### config.mk
export PLATFORM = sky130hd
export DESIGN_NAME = upct
export DESIGN_NICKNAME = d
export VERILOG_FILES = /design/src/rtl/upct.sv
export SDC_FILE = /design/constraint.sdc
export NUM_CORES = 1
export LEC_CHECK = 0
export CAP_MARGIN = 0
export CORE_MARGIN = 4
export CORE_UTILIZATION = 55
export DETAILED_ROUTE_END_ITERATION = 16
export PLACE_DENSITY = 0.86
export SYNTH_ARGS = -nofsm -noshare
export SYNTH_HDL_FRONTEND = slang
export SYNTH_SLANG_ARGS = --single-unit
### constraint.sdc
create_clock -name CLK -period 5 [get_ports CLK]
set_input_delay 1 -clock CLK [delete_from_list [all_inputs] [get_ports CLK]]
set_output_delay 1 -clock CLK [all_outputs]
set_load 0.02 [all_outputs]
### src/rtl/upct.sv
// Upper PC Table: eight shared entries holding target PC[31:11] for the BTB.
// The encode side maps a full target PC to a 3-bit entry index. It reuses a
// matching entry, or allocates the lowest free entry, or evicts the tree-PLRU
// victim. The decode side turns an index back into the stored upper PC.
module upct #(
    parameter int UPPER_PC_TABLE_ENTRIES = 8,
    parameter int UPPER_PC_WIDTH         = 21,
    localparam int LOG_UPCT_ENTRIES      = $clog2(UPPER_PC_TABLE_ENTRIES)
) (
    input  logic                        CLK,
    input  logic                        rst,
    input  logic                        read_valid,
    input  logic [LOG_UPCT_ENTRIES-1:0] read_index,
    output logic [UPPER_PC_WIDTH-1:0]   read_upper_PC,
    input  logic                        update0_valid,
    input  logic [31:0]                 update0_target_full_PC,
    output logic                        update1_valid,
    output logic                        update1_hit,
    output logic [LOG_UPCT_ENTRIES-1:0] update1_upper_PC_index
);

    localparam int E  = UPPER_PC_TABLE_ENTRIES;
    localparam int LW = LOG_UPCT_ENTRIES;
    localparam int W  = UPPER_PC_WIDTH;

    // Table state. The table is reset and searched in parallel (CAM-like),
    // so it is built from flops rather than block RAM.
    logic [W-1:0]  upper_pc_reg [E];
    logic [E-1:0]  valid_reg;
    logic [E-2:0]  plru_reg;

    // Lookup and allocation signals.
    logic [W-1:0]  tag;
    logic [E-1:0]  hit_vec;
    logic          hit;
    logic [LW-1:0] hit_idx;
    logic          free_found;
    logic [LW-1:0] free_idx;
    logic [LW-1:0] victim_idx;
    logic [LW-1:0] alloc_idx;
    logic [E-2:0]  plru_next;
    logic [LW:0]   vict_node;
    logic [LW:0]   touch_node;
    logic          touch_bit;

    // The BTB keeps PC[10:1] itself, so only the upper bits are stored here.
    assign tag = update0_target_full_PC[31:32-W];

    logic unused_low_pc;
    assign unused_low_pc = ^update0_target_full_PC[31-W:0];

    // Match the tag against every valid entry at once.
    generate
        for (genvar gi = 0; gi < E; gi++) begin : g_match
            assign hit_vec[gi] = valid_reg[gi] && (upper_pc_reg[gi] == tag);
        end
    endgenerate

    // Select the entry to use (hit, else lowest free, else PLRU victim) and
    // compute the PLRU state that results from touching it.
    always_comb begin
        hit     = |hit_vec;
        hit_idx = '0;
        for (int i = 0; i < E; i++) begin
            if (hit_vec[i]) hit_idx = LW'(i);
        end

        // Scan from the top down so that the lowest free entry wins.
        free_found = 1'b0;
        free_idx   = '0;
        for (int i = E - 1; i >= 0; i--) begin
            if (!valid_reg[i]) begin
                free_found = 1'b1;
                free_idx   = LW'(i);
            end
        end

        // Node n has children 2n+1 (lower side) and 2n+2 (higher side).
        // A bit of 0 means the LRU side is the lower one. Leaves sit at
        // E-1+index. Internal nodes always fit in LW bits.
        vict_node = '0;
        for (int l = 0; l < LW; l++) begin
            vict_node = {vict_node[LW-1:0], 1'b0} + (LW+1)'(1)
                      + (LW+1)'(plru_reg[vict_node[LW-1:0]]);
        end
        victim_idx = LW'(vict_node - (LW+1)'(E - 1));

        if (hit)             alloc_idx = hit_idx;
        else if (free_found) alloc_idx = free_idx;
        else                 alloc_idx = victim_idx;

        // Each node on the path is pointed away from the touched index.
        plru_next  = plru_reg;
        touch_node = '0;
        touch_bit  = 1'b0;
        for (int l = 0; l < LW; l++) begin
            touch_bit = alloc_idx[LW-1-l];
            plru_next[touch_node[LW-1:0]] = ~touch_bit;
            touch_node = {touch_node[LW-1:0], 1'b0} + (LW+1)'(1)
                       + (LW+1)'(touch_bit);
        end
    end

    // Register the read data and the update result, and commit allocations.
    // A read in the same cycle as a write returns the old value.
    always_ff @(posedge CLK) begin
        if (rst) begin
            valid_reg              <= '0;
            plru_reg               <= '0;
            read_upper_PC          <= '0;
            update1_valid          <= 1'b0;
            update1_hit            <= 1'b0;
            update1_upper_PC_index <= '0;
            for (int i = 0; i < E; i++) begin
                upper_pc_reg[i] <= '0;
            end
        end else begin
            if (read_valid) begin
                read_upper_PC <= upper_pc_reg[read_index];
            end
            update1_valid <= update0_valid;
            if (update0_valid) begin
                update1_hit            <= hit;
                update1_upper_PC_index <= alloc_idx;
                plru_reg               <= plru_next;
                if (!hit) begin
                    upper_pc_reg[alloc_idx] <= tag;
                    valid_reg[alloc_idx]    <= 1'b1;
                end
            end
        end
    end

endmodule
==> flow_metrics.env, run 1 <==
export IMPL_period_share_pct=83.2
export IMPL_io_buffer_count=53
export IMPL_cp_arrival_ns=4.31
export IMPL_grt_max_degree=43
export IMPL_antenna_found_initial=1
export IMPL_hold_start="update1_upper_PC_index[0]$_SDFFE_PP0P_"
export IMPL_routabilityCongestion=0.978
export IMPL_fin_nets=1032
export IMPL_timing_final_crit_period_ns=4.16
export IMPL_cp_max_fo=21
export IMPL_min_path_type="register to register"
export IMPL_start_kind="input pin"
export IMPL_start_util_pct=56.5
export IMPL_overflow=0
export IMPL_drt_iter0_markers=1052
export IMPL_clockRootBuffer="clkbuf_16"
export IMPL_pin_count=65
export IMPL_core_area_mm2=0.0204
export IMPL_htreeDepth=1
export IMPL_maxCapViolations=0
export IMPL_largest_reg_flops=168
export IMPL_required_ns=5.15
export IMPL_diodes=0
export IMPL_most_common_layout_cells="and2_1 (168), edfxtp_1 (168), xnor2_1 (137)"
export IMPL_hold_buffers=0
export IMPL_synth_seq_cells=209
export IMPL_hpwl_um=23300
export IMPL_r2r_start="upper_pc_reg[1][8]$_SDFFCE_PN0P_"
export IMPL_startpoint="update0_target_full_PC[26]"
export IMPL_setup_violations=0
export IMPL_multi_input_area_mm2=0.00529
export IMPL_ys_types=53
export IMPL_first_global_vias=7911
export IMPL_drc=0
export IMPL_ys_seq_area_share_pct=50.9
export IMPL_die_area_mm2=0.0234
export IMPL_rsz0062_at_grt="false"
export IMPL_hold_violations=0
export IMPL_cpPeakStageDelay_ns=0.77
export IMPL_cts_max_path_buffers=3
export IMPL_fin_skew_ns=0.0115
export IMPL_end_kind="register"
export IMPL_p_per_area_mw_per_mm2=325
export IMPL_finalNonFillerCells=1279
export IMPL_path_clk_slew_ns=0.06
export IMPL_ant_nets=0
export IMPL_syn_instance_count=946
export IMPL_num_vias=8009
export IMPL_syn2layout_area_growth_pct=15.2
export IMPL_drive_gt1_share_pct=15.3
export IMPL_syn_num_nets=985
export IMPL_final_max_slew_viol_count=0
export IMPL_floorplan_rows=52
export IMPL_fin_setup_tns_ns=0
export IMPL_vdd_ir_drop_max_mv=0.196
export IMPL_die_y_um=153
export IMPL_regArea_mm2=0.00587
export IMPL_max_slew_margin_pct=19.3
export IMPL_syn_area_mm2=0.0115
export IMPL_status="completed"
export IMPL_clk_latency_ns=0.51
export IMPL_cts_tree="built"
export IMPL_fin_area_mm2=0.0133
export IMPL_dr_pass1_iters=5
export IMPL_via_per_inst=6.26
export IMPL_worstPathCellList="clkdlybuf4s50_1 > buf_4 > xnor2_1 > nand4_1 > nor4_1 > and4_1 > nand3b_1 > nor3_1 > nand3_1 > buf_4 > nor3_2 > or2_2"
export IMPL_leakage_nw=4.69
export IMPL_worstMarginPinSlew_ns=1.21
export IMPL_timing_fmax_ghz=0.240
export IMPL_syn_area_per_cell_um2=12.2
export IMPL_cts_setup_buffers=0
export IMPL_cts_buffers=22
export IMPL_wl_um=32300
export IMPL_path_common_cell="buf_4"
export IMPL_place_area_mm2=0.0126
export IMPL_filler_cell_count=1574
export IMPL_ys_async_sr_fraction_pct=0
export IMPL_final_core_util_pct=65.0
export IMPL_wl_per_cell_um=25.2
export IMPL_synth_top_flop_cell="edfxtp_1"
export IMPL_ctsResizeCount=0
export IMPL_grt_usage_pct=27.1
export IMPL_ys_warn_count=0
export IMPL_critPathSlowestCell="clkdlybuf4s50_1"
export IMPL_pre_cts_slack_ns=0.409
export IMPL_die_x_um=153
export IMPL_layout_setup_ws_ns=0.839
export IMPL_dp_cells=1239
export IMPL_criticalPathCategory="input pin to register"
export IMPL_cts_sinks=209
export IMPL_grt_pass1_wl_um=48200
export IMPL_synth_edf_count=168
## power breakdown
group	leakage, nW	switching (mW)	internal, mW
logic	2.25	0.351	0.257
clock network	0.355	0.688	0.993
registers	2.08	0.0606	1.96
## worst paths after layout
kind                                                  to  cells after the start  slack (ns)
setup / recovery        upper_pc_reg[6][5]$_SDFFCE_PN0P_                     12        0.84
hold / removal    update1_upper_PC_index[0]$_SDFFE_PP0P_                      2        0.47
setup reg to reg        upper_pc_reg[1][2]$_SDFFCE_PN0P_                     10        1.55
hold reg to reg   update1_upper_PC_index[0]$_SDFFE_PP0P_                      2        0.47
## final cells by class
| type | count | area share [%] |
|---|---|---|
| Sequential cell | 209 | 44.2 |
| Timing Repair Buffer | 105 | 7.80 |
| Clock inverter | 14 | 1.09 |
| Inverter | 5 | 0.141 |
| Multi-Input combinational cell | 650 | 39.8 |
| Tap cell | 270 | 2.54 |
| Clock buffer | 26 | 4.42 |
## critical path: cells and delay by family
kind	cells	cell delay [ns]
AND/OR/NAND/NOR	8	1.90
XOR/XNOR	1	0.14
buffers and inverters	3	1.25
## cell families (layout without fill, tap and decap cells)
| family | after synthesis | in the layout | share of synthesized area (%) |
|---|---|---|---|
| AO/OA/AOI/OAI | 55 | 55 | 3.50 |
| buffers and inverters | 87 | 150 | 3.46 |
| multiplexers | 70 | 70 | 10.6 |
| flip-flops | 209 | 209 | 50.9 |
| AND/OR/NAND/NOR | 355 | 355 | 18.6 |
| XOR/XNOR | 170 | 170 | 12.9 |
## per-layer routing
layer	up-vias	part of all wire [%]	GRT usage [%]
met2	438	49	46.4
met4	2	4.3	10.6
met1	3952	38	35.1
li1	3526	-	-
met3	91	8.1	4.01
met5	-	0.034	0
## per-stage QoR
stage	total power, mW	hold slack, ns
floorplan	2.42	0.456
global placement	2.64	0.460
detailed placement	2.66	0.461
CTS	4.32	0.470
global route	4.44	0.508
finish	4.31	0.468
## Yosys cell counts, types with 2 or more instances
cell type	number	area share (%)
and2_1	168	9.1
edfxtp_1	168	44
xnor2_1	137	10
nand4_1	65	3.5
mux4_2	42	8.2
dfxtp_1	41	7.1
buf_2	40	1.7
nor2_1	38	1.2
xor2_1	33	2.5
mux2i_1	28	2.4
clkbuf_1	26	0.85
a211oi_1	23	1.5
nor4_1	21	1.1
nand2_1	12	0.39
or2_2	11	0.60
a21o_1	8	0.52
nor3_1	8	0.35
o21ai_0	8	0.35
buf_1	7	0.23
clkbuf_2	6	0.26
a21oi_1	4	0.17
and3_1	4	0.22
inv_1	4	0.13
nand3_1	4	0.17
nor3b_1	3	0.20
or4_1	3	0.20
a21boi_0	2	0.13
and4_1	2	0.15
buf_4	2	0.13
nand3b_1	2	0.13
nor2_2	2	0.11
nor4b_1	2	0.15
or3b_2	2	0.15
(Power assumes the default switching activity.)
==> run 2, diff against run 1 <==
==> constraint.sdc (replaced) <==
create_clock -name CLK -period 3.6 [get_ports CLK]
set_input_delay 0.72 -clock CLK [delete_from_list [all_inputs] [get_ports CLK]]
set_output_delay 0.72 -clock CLK [all_outputs]
set_load 0.02 [all_outputs]
==> run 2 against run 1 <==
Effect of this change: utilization is 4.8 points higher; via count is 7.4% higher; global-route usage is 1.4 points higher; combinational power is 66% higher; first-iteration DRC count is 5.8% higher; sequential power is 39% higher; count of clock-buffer cells in the layout is 2 higher; clock skew is 0.011 ns higher; critical path type unchanged; largest power group unchanged.
==> flow_metrics.env, run 2 (same netlist as run 1, synthesis figures left out) <==
export IMPL_most_common_layout_cells="and2_1 (168), edfxtp_1 (168), buf_4 (140)"
export IMPL_filler_cell_count=1409
export IMPL_final_max_slew_viol_count=0
export IMPL_criticalPathCategory="input pin to register"
export IMPL_switchingPower_mw=1.57
export IMPL_largest_reg_flops=168
export IMPL_htreeDepth=1
export IMPL_grt_max_degree=43
export IMPL_multi_input_area_mm2=0.00537
export IMPL_cts_sinks=209
export IMPL_clock_power_share_pct=36.8
export IMPL_p_per_area_mw_per_mm2=424
export IMPL_cts_tree="built"
export IMPL_clk_latency_ns=0.52
export IMPL_leakage_nw=5.27
export IMPL_hold_buffers=0
export IMPL_period_share_pct=97.9
export IMPL_drt_iter0_markers=1113
export IMPL_num_vias=8605
export IMPL_hpwl_um=24700
export IMPL_fin_skew_ns=0.0226
export IMPL_grt_pass1_wl_um=51600
export IMPL_timing_final_crit_period_ns=3.53
export IMPL_drive_gt1_share_pct=24.1
export IMPL_floorplan_rows=52
export IMPL_cp_arrival_ns=3.79
export IMPL_max_slew_margin_pct=36.0
export IMPL_syn2layout_area_growth_pct=23.6
export IMPL_maxCapViolations=0
export IMPL_cp_max_fo=21
export IMPL_min_path_type="register to register"
export IMPL_use_met3_pct=3.93
export IMPL_top_usage_layer="met2"
export IMPL_timing_fmax_ghz=0.284
export IMPL_core_area_mm2=0.0204
export IMPL_io_buffer_count=53
export IMPL_cts_buffers=23
export IMPL_via_per_inst=6.20
export IMPL_switching_share_pct=26.0
export IMPL_pre_cts_slack_ns=-0.509
export IMPL_cts_max_path_buffers=3
export IMPL_fin_nets=1141
export IMPL_path_clk_slew_ns=0.06
export IMPL_pin_count=65
export IMPL_diodes=0
export IMPL_die_y_um=153
export IMPL_overflow=0
export IMPL_regArea_mm2=0.00587
export IMPL_fin_total_pwr_mw=6.04
export IMPL_drc=0
export IMPL_routabilityCongestion=1.05
export IMPL_end_kind="register"
export IMPL_seqPwrFrac_pct=46.5
export IMPL_antenna_found_initial=0
export IMPL_wl_um=33700
export IMPL_ant_nets=0
export IMPL_first_global_vias=8877
export IMPL_layout_setup_ws_ns=0.0739
export IMPL_die_area_mm2=0.0234
export IMPL_die_x_um=153
export IMPL_met2_usage_pct=48.1
export IMPL_start_kind="input pin"
export IMPL_start_util_pct=56.5
export IMPL_required_ns=3.86
export IMPL_rsz0062_at_grt="false"
export IMPL_status="completed"
export IMPL_clockRootBuffer="clkbuf_16"
export IMPL_p_int_mw=4.47
export IMPL_dr_pass1_iters=5
export IMPL_setup_violations=0
export IMPL_vdd_ir_drop_max_mv=0.234
export IMPL_worstMarginPinSlew_ns=0.960
export IMPL_power_combinational_fraction_pct=16.7
export IMPL_grt_use_met1_pct=36.2
export IMPL_hold_violations=0
export IMPL_grt_usage_pct=28.6
export IMPL_wl_per_cell_um=24.3
[run 2: timing repair]
action | in CTS | in global routing
setup endpoints to repair | 21 | 152
pin swaps | 0 | 3
setup buffers | 0 | 1
resized for setup | 1 | 9
[run 2: final timing paths]
path                                       end  cells past startpoint                         startpoint  slack, ns
max          upper_pc_reg[2][15]$_SDFFCE_PN0P_                     11         update0_target_full_PC[28]       0.07
min             read_upper_PC[11]$_SDFFE_PP0P_                      2     read_upper_PC[11]$_SDFFE_PP0P_       0.48
max reg2reg  upper_pc_reg[2][15]$_SDFFCE_PN0P_                     10  upper_pc_reg[1][20]$_SDFFCE_PN0P_       0.38
min reg2reg     read_upper_PC[11]$_SDFFE_PP0P_                      2     read_upper_PC[11]$_SDFFE_PP0P_       0.48
[run 2: layout make-up]
cell class	count	share of cell area, %
Timing Repair Buffer	213	13.8
Sequential cell	209	41.1
Inverter	5	0.132
Clock inverter	14	0.667
Tap cell	270	2.37
Multi-Input combinational cell	650	37.6
Clock buffer	28	4.24
[run 2: through the flow]
stage	cells	utilization, %	hold WS (ns)	area (um2)	setup TNS (ns)
final	1389	69.8	0.485	14300	0
after global routing	1389	69.8	0.502	14300	0
after CTS	1388	69.5	0.487	14200	0
after detailed placement	1346	66.0	0.458	13500	-155.62
after global placement	1346	66.0	0.454	13500	-148.68
after floorplan	946	-	0.456	11500	0
[run 2: power groups by stage]
stage / clock network, mW / logic [mW] / registers, mW
4_1_cts: 2.25 / 0.988 / 2.81
6_report: 2.22 / 1.01 / 2.81
2_1_floorplan: 0 / 0.498 / 2.86
3_5_place_dp: 0 / 0.979 / 2.86
5_1_grt: 2.36 / 1.05 / 2.82
3_3_place_gp: 0 / 0.961 / 2.85
[run 2: critical path, stage by stage]
cell	delay (ns)
clkdlybuf4s50_1	0.47
xor2_1	0.23
or4_1	0.54
nor4_2	0.29
a22oi_2	0.11
a221o_1	0.35
a31oi_4	0.31
buf_4	0.18
nor3_2	0.04
or2_2	0.34
buf_12	0.18
[run 2: per-layer routing]
metal	up-vias	part of all wire [%]
met5	-	0
met4	0	6.0
met3	140	8.4
met2	534	49
met1	4193	36
li1	3738	-
